<file path="src/rtl/aclk_defs_pkg.sv">
// Shared key codes, controller state encoding and 24-hour time limits for the alarm-clock keypad path.
// Constants only; no latency and no backpressure.
package aclk_defs;

  localparam logic [3:0] KEY_ALARM = 4'hA;
  localparam logic [3:0] KEY_TIME  = 4'hB;
  localparam logic [3:0] KEY_CLEAR = 4'hC;

  localparam logic [0:0] IDLE  = 1'b0;
  localparam logic [0:0] ENTRY = 1'b1;

  localparam logic [3:0] MAX_MS_HR       = 4'd2;
  localparam logic [3:0] MAX_LS_HR_AT_20 = 4'd3;
  localparam logic [3:0] MAX_MS_MIN      = 4'd5;
  localparam logic [3:0] MAX_DIGIT       = 4'd9;

  localparam logic [2:0] DIGIT_CNT_FULL = 3'd4;

endpackage

</file>
<file path="src/rtl/aclk_key_buffer.sv">
// Four-digit BCD shift register with entry counter; start loads the first digit, shift appends one.
// One-cycle update latency; no backpressure, the controller decides when to start, shift or clear.
module aclk_key_buffer
  import aclk_defs::*;
(
  input  logic       clock,
  input  logic       reset,
  input  logic       clr,
  input  logic       start,
  input  logic       shift,
  input  logic [3:0] digit,
  output logic [3:0] ms_hr,
  output logic [3:0] ls_hr,
  output logic [3:0] ms_min,
  output logic [3:0] ls_min,
  output logic [2:0] digit_cnt
);

  always_ff @(posedge clock) begin
    if (!reset || clr) begin
      ms_hr     <= 4'h0;
      ls_hr     <= 4'h0;
      ms_min    <= 4'h0;
      ls_min    <= 4'h0;
      digit_cnt <= 3'd0;
    end else if (start) begin
      ms_hr     <= 4'h0;
      ls_hr     <= 4'h0;
      ms_min    <= 4'h0;
      ls_min    <= digit;
      digit_cnt <= 3'd1;
    end else if (shift && digit_cnt < DIGIT_CNT_FULL) begin
      ms_hr     <= ls_hr;
      ls_hr     <= ms_min;
      ms_min    <= ls_min;
      ls_min    <= digit;
      digit_cnt <= digit_cnt + 3'd1;
    end
  end

endmodule

</file>
<file path="src/rtl/aclk_key_entry_ctrl.sv">
// Keypad entry sequencer: collects HH:MM digits, validates them and pulses an alarm or time load.
// Outputs registered, effects visible one edge after the key; no backpressure, keys are never stalled.
module aclk_key_entry_ctrl
  import aclk_defs::*;
#(
  parameter int unsigned TIMEOUT_SEC = 10
) (
  input  logic       clock,
  input  logic       reset,
  input  logic       one_second,
  input  logic       key_valid,
  input  logic [3:0] key_code,
  output logic [3:0] key_buffer_ms_hr,
  output logic [3:0] key_buffer_ls_hr,
  output logic [3:0] key_buffer_ms_min,
  output logic [3:0] key_buffer_ls_min,
  output logic       load_new_alarm,
  output logic       load_new_time,
  output logic       show_new_time,
  output logic       entry_error
);

  localparam logic [3:0] TIMEOUT_LIMIT = 4'(TIMEOUT_SEC);

  logic [0:0] state;
  logic [3:0] timer;
  logic [2:0] digit_cnt;
  logic       is_digit, is_commit, is_clear, key_accepted;
  logic       commit_ok, timeout_hit;
  logic       buf_clr, buf_start, buf_shift;

  assign is_digit     = key_code <= MAX_DIGIT;
  assign is_commit    = (key_code == KEY_ALARM) || (key_code == KEY_TIME);
  assign is_clear     = key_code == KEY_CLEAR;
  assign key_accepted = key_valid && (is_digit || is_commit || is_clear);

  assign commit_ok = (digit_cnt == DIGIT_CNT_FULL)
                  && (key_buffer_ms_hr  <= MAX_MS_HR)
                  && (key_buffer_ls_hr  <= MAX_DIGIT)
                  && (key_buffer_ms_min <= MAX_MS_MIN)
                  && (key_buffer_ls_min <= MAX_DIGIT)
                  && ((key_buffer_ms_hr < MAX_MS_HR) || (key_buffer_ls_hr <= MAX_LS_HR_AT_20));

  // A key in the same cycle as one_second wins, so the timeout only fires on key-free ticks.
  assign timeout_hit = (state == ENTRY) && one_second && !key_accepted
                    && (timer + 4'd1 == TIMEOUT_LIMIT);

  always_comb begin
    buf_clr   = 1'b0;
    buf_start = 1'b0;
    buf_shift = 1'b0;
    if (state == IDLE) begin
      buf_start = key_valid && is_digit;
    end else if (key_accepted) begin
      buf_shift = is_digit;
      buf_clr   = is_clear || (is_commit && !commit_ok);
    end else begin
      buf_clr = timeout_hit;
    end
  end

  aclk_key_buffer u_key_buffer (
    .clock     (clock),
    .reset     (reset),
    .clr       (buf_clr),
    .start     (buf_start),
    .shift     (buf_shift),
    .digit     (key_code),
    .ms_hr     (key_buffer_ms_hr),
    .ls_hr     (key_buffer_ls_hr),
    .ms_min    (key_buffer_ms_min),
    .ls_min    (key_buffer_ls_min),
    .digit_cnt (digit_cnt)
  );

  always_ff @(posedge clock) begin
    if (!reset) begin
      state          <= IDLE;
      timer          <= 4'd0;
      load_new_alarm <= 1'b0;
      load_new_time  <= 1'b0;
      entry_error    <= 1'b0;
    end else begin
      load_new_alarm <= 1'b0;
      load_new_time  <= 1'b0;
      entry_error    <= 1'b0;
      if (state == IDLE) begin
        timer <= 4'd0;
        if (key_valid && is_digit) state <= ENTRY;
      end else if (key_accepted) begin
        timer <= 4'd0;
        if (is_commit) begin
          state <= IDLE;
          if (!commit_ok)                 entry_error    <= 1'b1;
          else if (key_code == KEY_ALARM) load_new_alarm <= 1'b1;
          else                            load_new_time  <= 1'b1;
        end else if (is_clear) begin
          state <= IDLE;
        end
      end else if (timeout_hit) begin
        state <= IDLE;
        timer <= 4'd0;
      end else if (one_second) begin
        timer <= timer + 4'd1;
      end
    end
  end

  assign show_new_time = (state == ENTRY);

endmodule

</file>
<file path="config.mk">
export PLATFORM = sky130hd
export DESIGN_NAME = aclk_key_entry_ctrl
export DESIGN_NICKNAME = d
export VERILOG_FILES = /design/src/rtl/aclk_defs_pkg.sv /design/src/rtl/aclk_key_buffer.sv /design/src/rtl/aclk_key_entry_ctrl.sv
export SDC_FILE = /design/constraint.sdc
export NUM_CORES = 1
export LEC_CHECK = 0
export ABC_CLOCK_PERIOD_IN_PS = 2300
export BUFFER_PORTS_ARGS = -buffer_cell sky130_fd_sc_hd__buf_2
export CAP_MARGIN = 20
export CORE_ASPECT_RATIO = 0.75
export CORE_MARGIN = 2
export CORE_UTILIZATION = 40
export CTS_BUF_LIST = sky130_fd_sc_hd__clkbuf_16
export CTS_CLUSTER_DIAMETER = 100
export DETAILED_ROUTE_END_ITERATION = 8
export PLACE_DENSITY = 0.64
export REMOVE_ABC_BUFFERS = 1
export SLEW_MARGIN = 5
export SYNTH_ARGS = -nofsm -noshare
export SYNTH_HDL_FRONTEND = slang
export SYNTH_HIERARCHICAL = 1
export SYNTH_SLANG_ARGS = --single-unit
</file>
<file path="constraint.sdc">
create_clock -name clock -period 2.3 [get_ports clock]
set_input_delay 0.69 -clock clock [delete_from_list [all_inputs] [get_ports clock]]
set_output_delay 0.69 -clock clock [all_outputs]
set_load 0.005 [all_outputs]
</file>
Yosys cells after proc, flatten, opt, wreduce, memory -nomap -nowiden --
Cells that the tools add are included.
Word-level totals: flip-flop bits (word level) 27, bits of input ports 8
Operators by class: $add $sub $neg 2, $lt $le $gt $ge 8, equality and inequality tests 5, mux-type cells 18, bitwise gates (word level) 2, reduce and logical (&&, ||, !) cells 26
Operator list (count):
- 4-bit equality test, second input constant | 4
- 1-bit 2-to-1 mux | 16
- 4-bit less-or-equal comparator, second input constant | 3
- 1-bit logical AND | 12
- 4-bit by 2-bit less-or-equal comparator with 1-bit output, second input constant | 2
- 4-bit 2-to-1 mux | 2
- 1-bit logical OR | 6
- 5-bit AND reduction | 1
- 4-bit by 1-bit adder with 4-bit output, second input constant | 1
- 4-bit by 3-bit less-or-equal comparator with 1-bit output, second input constant | 1
- 4-bit by 2-bit less-than comparator with 1-bit output, second input constant | 1
- 4-bit AND reduction | 1
- 4-bit OR reduction | 1
- 3-bit by 1-bit adder with 3-bit output, second input constant | 1
- 3-bit equality test, second input constant | 1
- 1-bit zero test | 3
- 3-bit less-than comparator, second input constant | 1
- 1-bit NOT | 2
- 2-bit nonzero test | 1
- 2-bit OR reduction | 1

Logic depth before layout (Yosys ltp) --
depth after elaboration 13, gate-level depth with buffers 10, gate-level depth less buffers 8

Hierarchy --
Netlist, hierarchy kept.
Modules (own cells, without submodules):
- aclk_key_buffer | times used 1, cells an instance 85, area each 742.0 sq um, sequential area each 380.4 sq um
- aclk_key_entry_ctrl | times used 1, cells an instance 55, area each 440.4 sq um, sequential area each 160.2 sq um

Worst setup path before layout --
OpenSTA, ideal clock, no wires.
path kind input to register, from input key_code[2], to register u_key_buffer.ms_min[3], data arrival time 1904 ps, required time 2230 ps, setup slack 326 ps, stages on the path 8, buffers on the path 2, cell sequence nand2b_1 or4_1 and3_1 nor2b_1 buf_4 nand2b_4 buf_6 a21oi_1
On the way: word-level cells in the longest chain between the ends 12, elaborated cells on any way between the ends 22
RTL lines:
- start: declaration | line aclk_key_entry_ctrl.sv:12 | input logic [3:0] key_code,
- parallel branches: the longest is 8 deep, another holds 4-bit less-or-equal comparator
- 1-bit 2-to-1 mux (*) | line aclk_key_entry_ctrl.sv:54 | end else if (key_accepted) begin
- 1-bit 2-to-1 mux (*) | line aclk_key_entry_ctrl.sv:52 | if (state == IDLE) begin
- net buf_clr | line aclk_key_entry_ctrl.sv:30 | logic buf_clr, buf_start, buf_shift;
- 1-bit logical OR (*) | line aclk_key_buffer.sv:20 | if (!reset || clr) begin
- 2-bit OR reduction (no line) (*)
- end signal: assignment | line aclk_key_buffer.sv:35 | ms_min <= ls_min;
- end: declaration | line aclk_key_buffer.sv:14 | output logic [3:0] ms_min,
Mark *: on every way through the listed nets, which the timed path passes. A chain may end at the register's enable or synchronous reset.

Worst setup path in the final report --
from register u_key_buffer.digit_cnt[0], to register u_key_buffer.ls_min[0]
On the way: word-level cells in the longest chain between the ends 12, elaborated cells on any way between the ends 15
RTL lines:
- start: declaration | line aclk_key_buffer.sv:16 | output logic [2:0] digit_cnt
- start signal: assignment | line aclk_key_buffer.sv:37 | digit_cnt <= digit_cnt + 3'd1;
- 3-bit equality test | line aclk_key_entry_ctrl.sv:37 | assign commit_ok = (digit_cnt == DIGIT_CNT_FULL)
- 1-bit logical AND | line aclk_key_entry_ctrl.sv:38 | && (key_buffer_ms_hr <= MAX_MS_HR)
- 1-bit logical AND | line aclk_key_entry_ctrl.sv:39 | && (key_buffer_ls_hr <= MAX_DIGIT)
- 1-bit logical AND | line aclk_key_entry_ctrl.sv:40 | && (key_buffer_ms_min <= MAX_MS_MIN)
- 1-bit logical AND | line aclk_key_entry_ctrl.sv:41 | && (key_buffer_ls_min <= MAX_DIGIT)
- 1-bit logical AND | line aclk_key_entry_ctrl.sv:42 | && ((key_buffer_ms_hr < MAX_MS_HR) || (key_buffer_ls_hr <= MAX_LS_HR_AT_20));
- 1-bit zero test
- 1-bit logical AND | line aclk_key_entry_ctrl.sv:56 | buf_clr = is_clear || (is_commit && !commit_ok);
- 1-bit logical OR | line aclk_key_entry_ctrl.sv:56
- 1-bit 2-to-1 mux | line aclk_key_entry_ctrl.sv:54
- 1-bit 2-to-1 mux | line aclk_key_entry_ctrl.sv:52
- net buf_clr | line aclk_key_entry_ctrl.sv:30
- 1-bit logical OR | line aclk_key_buffer.sv:20
- end signal: assignment | line aclk_key_buffer.sv:30 | ls_min <= digit;
- end signal: assignment | line aclk_key_buffer.sv:36 | ls_min <= digit;
- end: declaration | line aclk_key_buffer.sv:15 | output logic [3:0] ls_min,
The timed path passes the listed nets, and every way through them passes these cells.

==> results.tsv <==
metric	value	unit
global-route wire length before repair	4000	µm
min-delay src	u_key_buffer/ms_hr[0]	
# H-tree levels	1	
vias per std cell	5.05	
Lkg Pwr	0.576	nW
startpoint types	register	
synth cell count leaders	36 x nand2_1, 27 x dfxtp_1, 15 x a21oi_1	
cells after synthesis	140	
Synth Cell Area	0.00118	mm²
Starting Density	41.2	%
n_diodes	0	
CTS tree	yes	
Syn-to-layout area delta	20.0	%
Seq/Total Area, Yosys	45.7	%
yosys warns	6	
depth of the worst hold-timing path	2	
Crit Reg-Reg Endpoint	u_key_buffer/ls_min[0]	
depth of the most critical reg-to-reg path	8	
Synth area leaders	dfxtp_1 46%, nand2_1 11%, a21oi_1 6.3%	
CTS resizes	0	
max incr delay on CP	0.52	ns
first drt pass iteration count	4	
Worst-Skew Late Latency	0.26	ns
f_max	486	MHz
Worst Tran Pin Value	0.643	ns
worst r2r src	u_key_buffer/digit_cnt[0]	
CTS clock-pin slew for the worst setup and hold paths	0.06	ns
Final Setup Violations	0	
vias in the first global route	916	
crit path max fanout	10	
Die Y	51.1	µm
largest net degree at the start of global routing	22	
Primary FF master, synth	dfxtp_1	
dpl cells	202	
final slew viol count	0	
R2R Setup Slk	0.24	ns
All-Layer GR Usage	15.4	%
pwr/cell area	667	mW/mm²
core box area	0.00287	mm²
Final ANT Viol Nets	0	
Final nets	180	
setup TNS	0	ns
IO Count	28	
cell type with the highest aggregate area in the netlist	dfxtp_1	
footprint of the multi-input gates	587	µm²
Final period util	89.5	%
Synth async-reset ratio	0	%
layout cells sized above 1	22.0	%
worst-path cell chain	nor4_2 > nand2_1 > or4_1 > and3_1 > nor2b_1 > buf_4 > nand2_1 > o31ai_1	
hold-fix buffers at CTS	0	
DRC	0	
worst rel slew slack	56.7	%
TritonCTS buffer count	3	
fillers	299	
initial drt markers	54	
final hold viol count	0	
CP Class	reg -> reg	
FP Rows	17	
fin crit period	2.06	ns
Final Non-Filler Cells	206	
die width	66.8	µm
CP endpoint kind	register	
DP Area	0.00134	mm²
arrival time at the worst endpoint	2.22	ns
peak supply drop	0.353	mV
post-route cell area	0.00142	mm²
status	finished clean	
Sink Count	27	
DIE AREA	0.00341	mm²
FF+latch count, synth	27	
wire per inst	11.7	µm
grt ovf	0	
most used cell, CP	nand2_1	
Yosys top cell area share	45.7	%
number of distinct library cells after synthesis	30	
post-DP HPWL	1790	µm
most frequent cell after synthesis	nand2_1	
unrepaired setup endpoints after global routing	false	
port bufs	27	
Final Skew	0.00390	ns
Worst Hold Class	reg -> reg	
Max Cap Viol	0	
initial antenna violation count	0	
via count	1041	
hold worst-path end	u_key_buffer/ms_hr[0]	
Post-CTS Setup Bufs	0	
sequential cell area	541	µm²
average size of a mapped cell	8.45	µm²
number of synthesized flops with an enable pin	0	
Routed WL	2410	µm
WP data required	2.46	ns
gpl congestion	0.794	
Worst path slowest cell	or4_1	
clock buffer depth	2	
Root Buffer Master	clkbuf_16	
## how the worst max path moves through the flow
| stage | start | endpoint | slack (ns) | depth (start not counted) |
|---|---|---|---|---|
| after floorplan | key_code[2] | u_key_buffer/ls_min[0] | 0.12 | 6 |
| after global placement | key_code[2] | u_key_buffer/ls_min[0] | 0.16 | 8 |
| after detailed placement | key_code[2] | u_key_buffer/ms_min[0] | 0.12 | 8 |
| after CTS | u_key_buffer/digit_cnt[0] | u_key_buffer/ls_min[0] | 0.21 | 8 |
| after global routing | u_key_buffer/digit_cnt[0] | u_key_buffer/ls_min[0] | 0.07 | 8 |
| final | u_key_buffer/digit_cnt[0] | u_key_buffer/ls_min[0] | 0.24 | 8 |
## stage by stage
| stage | setup WS, ns | power, mW | hold slack, ns | util, % |
|---|---|---|---|---|
| after floorplan | 0.118 | 0.538 | 0.448 | - |
| after global placement | 0.162 | 0.572 | 0.461 | 46.7 |
| after detailed placement | 0.124 | 0.572 | 0.473 | 46.7 |
| after CTS | 0.210 | 0.955 | 0.485 | 49.4 |
| after global routing | 0.0714 | 0.982 | 0.502 | 49.4 |
| final | 0.242 | 0.947 | 0.479 | 49.4 |
## layer usage
layer / routed length (µm) / global-route usage (%) / up-vias
li1: - / - / 535
met1: 1170 / 20.2 / 475
met2: 1120 / 25.3 / 29
met3: 114 / 3.96 / 2
met4: 10 / 4.08 / 0
met5: 0 / 0 / -
## sequential cells by signal, summed over array words and instances (netlist names)
register / cells
u_key_buffer/ms_min: 4
load_new_alarm: 1
u_key_buffer/ls_hr: 4
timer: 4
show_new_time: 1
entry_error: 1
u_key_buffer/digit_cnt: 3
u_key_buffer/ls_min: 4
load_new_time: 1
u_key_buffer/ms_hr: 4
## report_power, final
| group | switching [mW] | leakage [nW] | internal (mW) |
|---|---|---|---|
| logic | 0.0435 | 0.316 | 0.0314 |
| clock network | 0.152 | 0.0423 | 0.233 |
| registers | 0.0102 | 0.218 | 0.477 |
| total | 0.206 | 0.576 | 0.741 |
## worst max-delay path, delay by kind of cell, from the launching register on
kind,cells,cell delay [ns]
compound gates,1,0.21
buf+inv,1,0.18
flops,1,0.34
simple gates,6,1.23
## layout by cell type (no fill, tap or decap)
cell | synthesis | final
nand3_1 | 4 | 4
buf_4 | 2 | 3
or3_1 | 1 | 1
xnor2_1 | 3 | 3
o211ai_1 | 5 | 5
dfxtp_1 | 27 | 27
nor3_1 | 2 | 2
nor4_2 | 1 | 1
or4_1 | 1 | 1
and2b_4 | 1 | 1
a21oi_1 | 15 | 15
inv_1 | 2 | 3
a211oi_1 | 1 | 1
and3_1 | 2 | 2
nand3b_1 | 1 | 1
nand2_1 | 36 | 36
ha_1 | 3 | 3
o21a_1 | 1 | 1
clkbuf_16 | 0 | 3
nand2b_1 | 1 | 1
nand2b_2 | 1 | 1
a22oi_1 | 1 | 1
nand4_1 | 2 | 2
nor2_1 | 7 | 7
nand2b_4 | 1 | 1
nor2b_1 | 2 | 2
xor2_1 | 3 | 3
o21ai_0 | 6 | 6
o31ai_1 | 4 | 4
buf_2 | 2 | 27
## area by class of cell
| class | instances | share of cell area, % |
|---|---|---|
| flip-flops and latches | 27 | 38.1 |
| repair buffers | 30 | 11.1 |
| clock inverters | 1 | 0.265 |
| multi-input cells | 105 | 41.4 |
| well taps | 38 | 3.35 |
| inverters | 2 | 0.529 |
| clock buffers | 3 | 5.29 |
## logic make-up (layout without fill, tap and decap cells)
group,after synthesis,after routing,share of synthesized area (%)
flops,27,27,45.7
xor+xnor,6,6,4.45
simple gates,63,63,25.5
compound gates,33,33,16.5
fa+ha+maj,3,3,3.17
buf+inv,8,36,4.66
No activity file was read; power rests on OpenSTA's default activity.
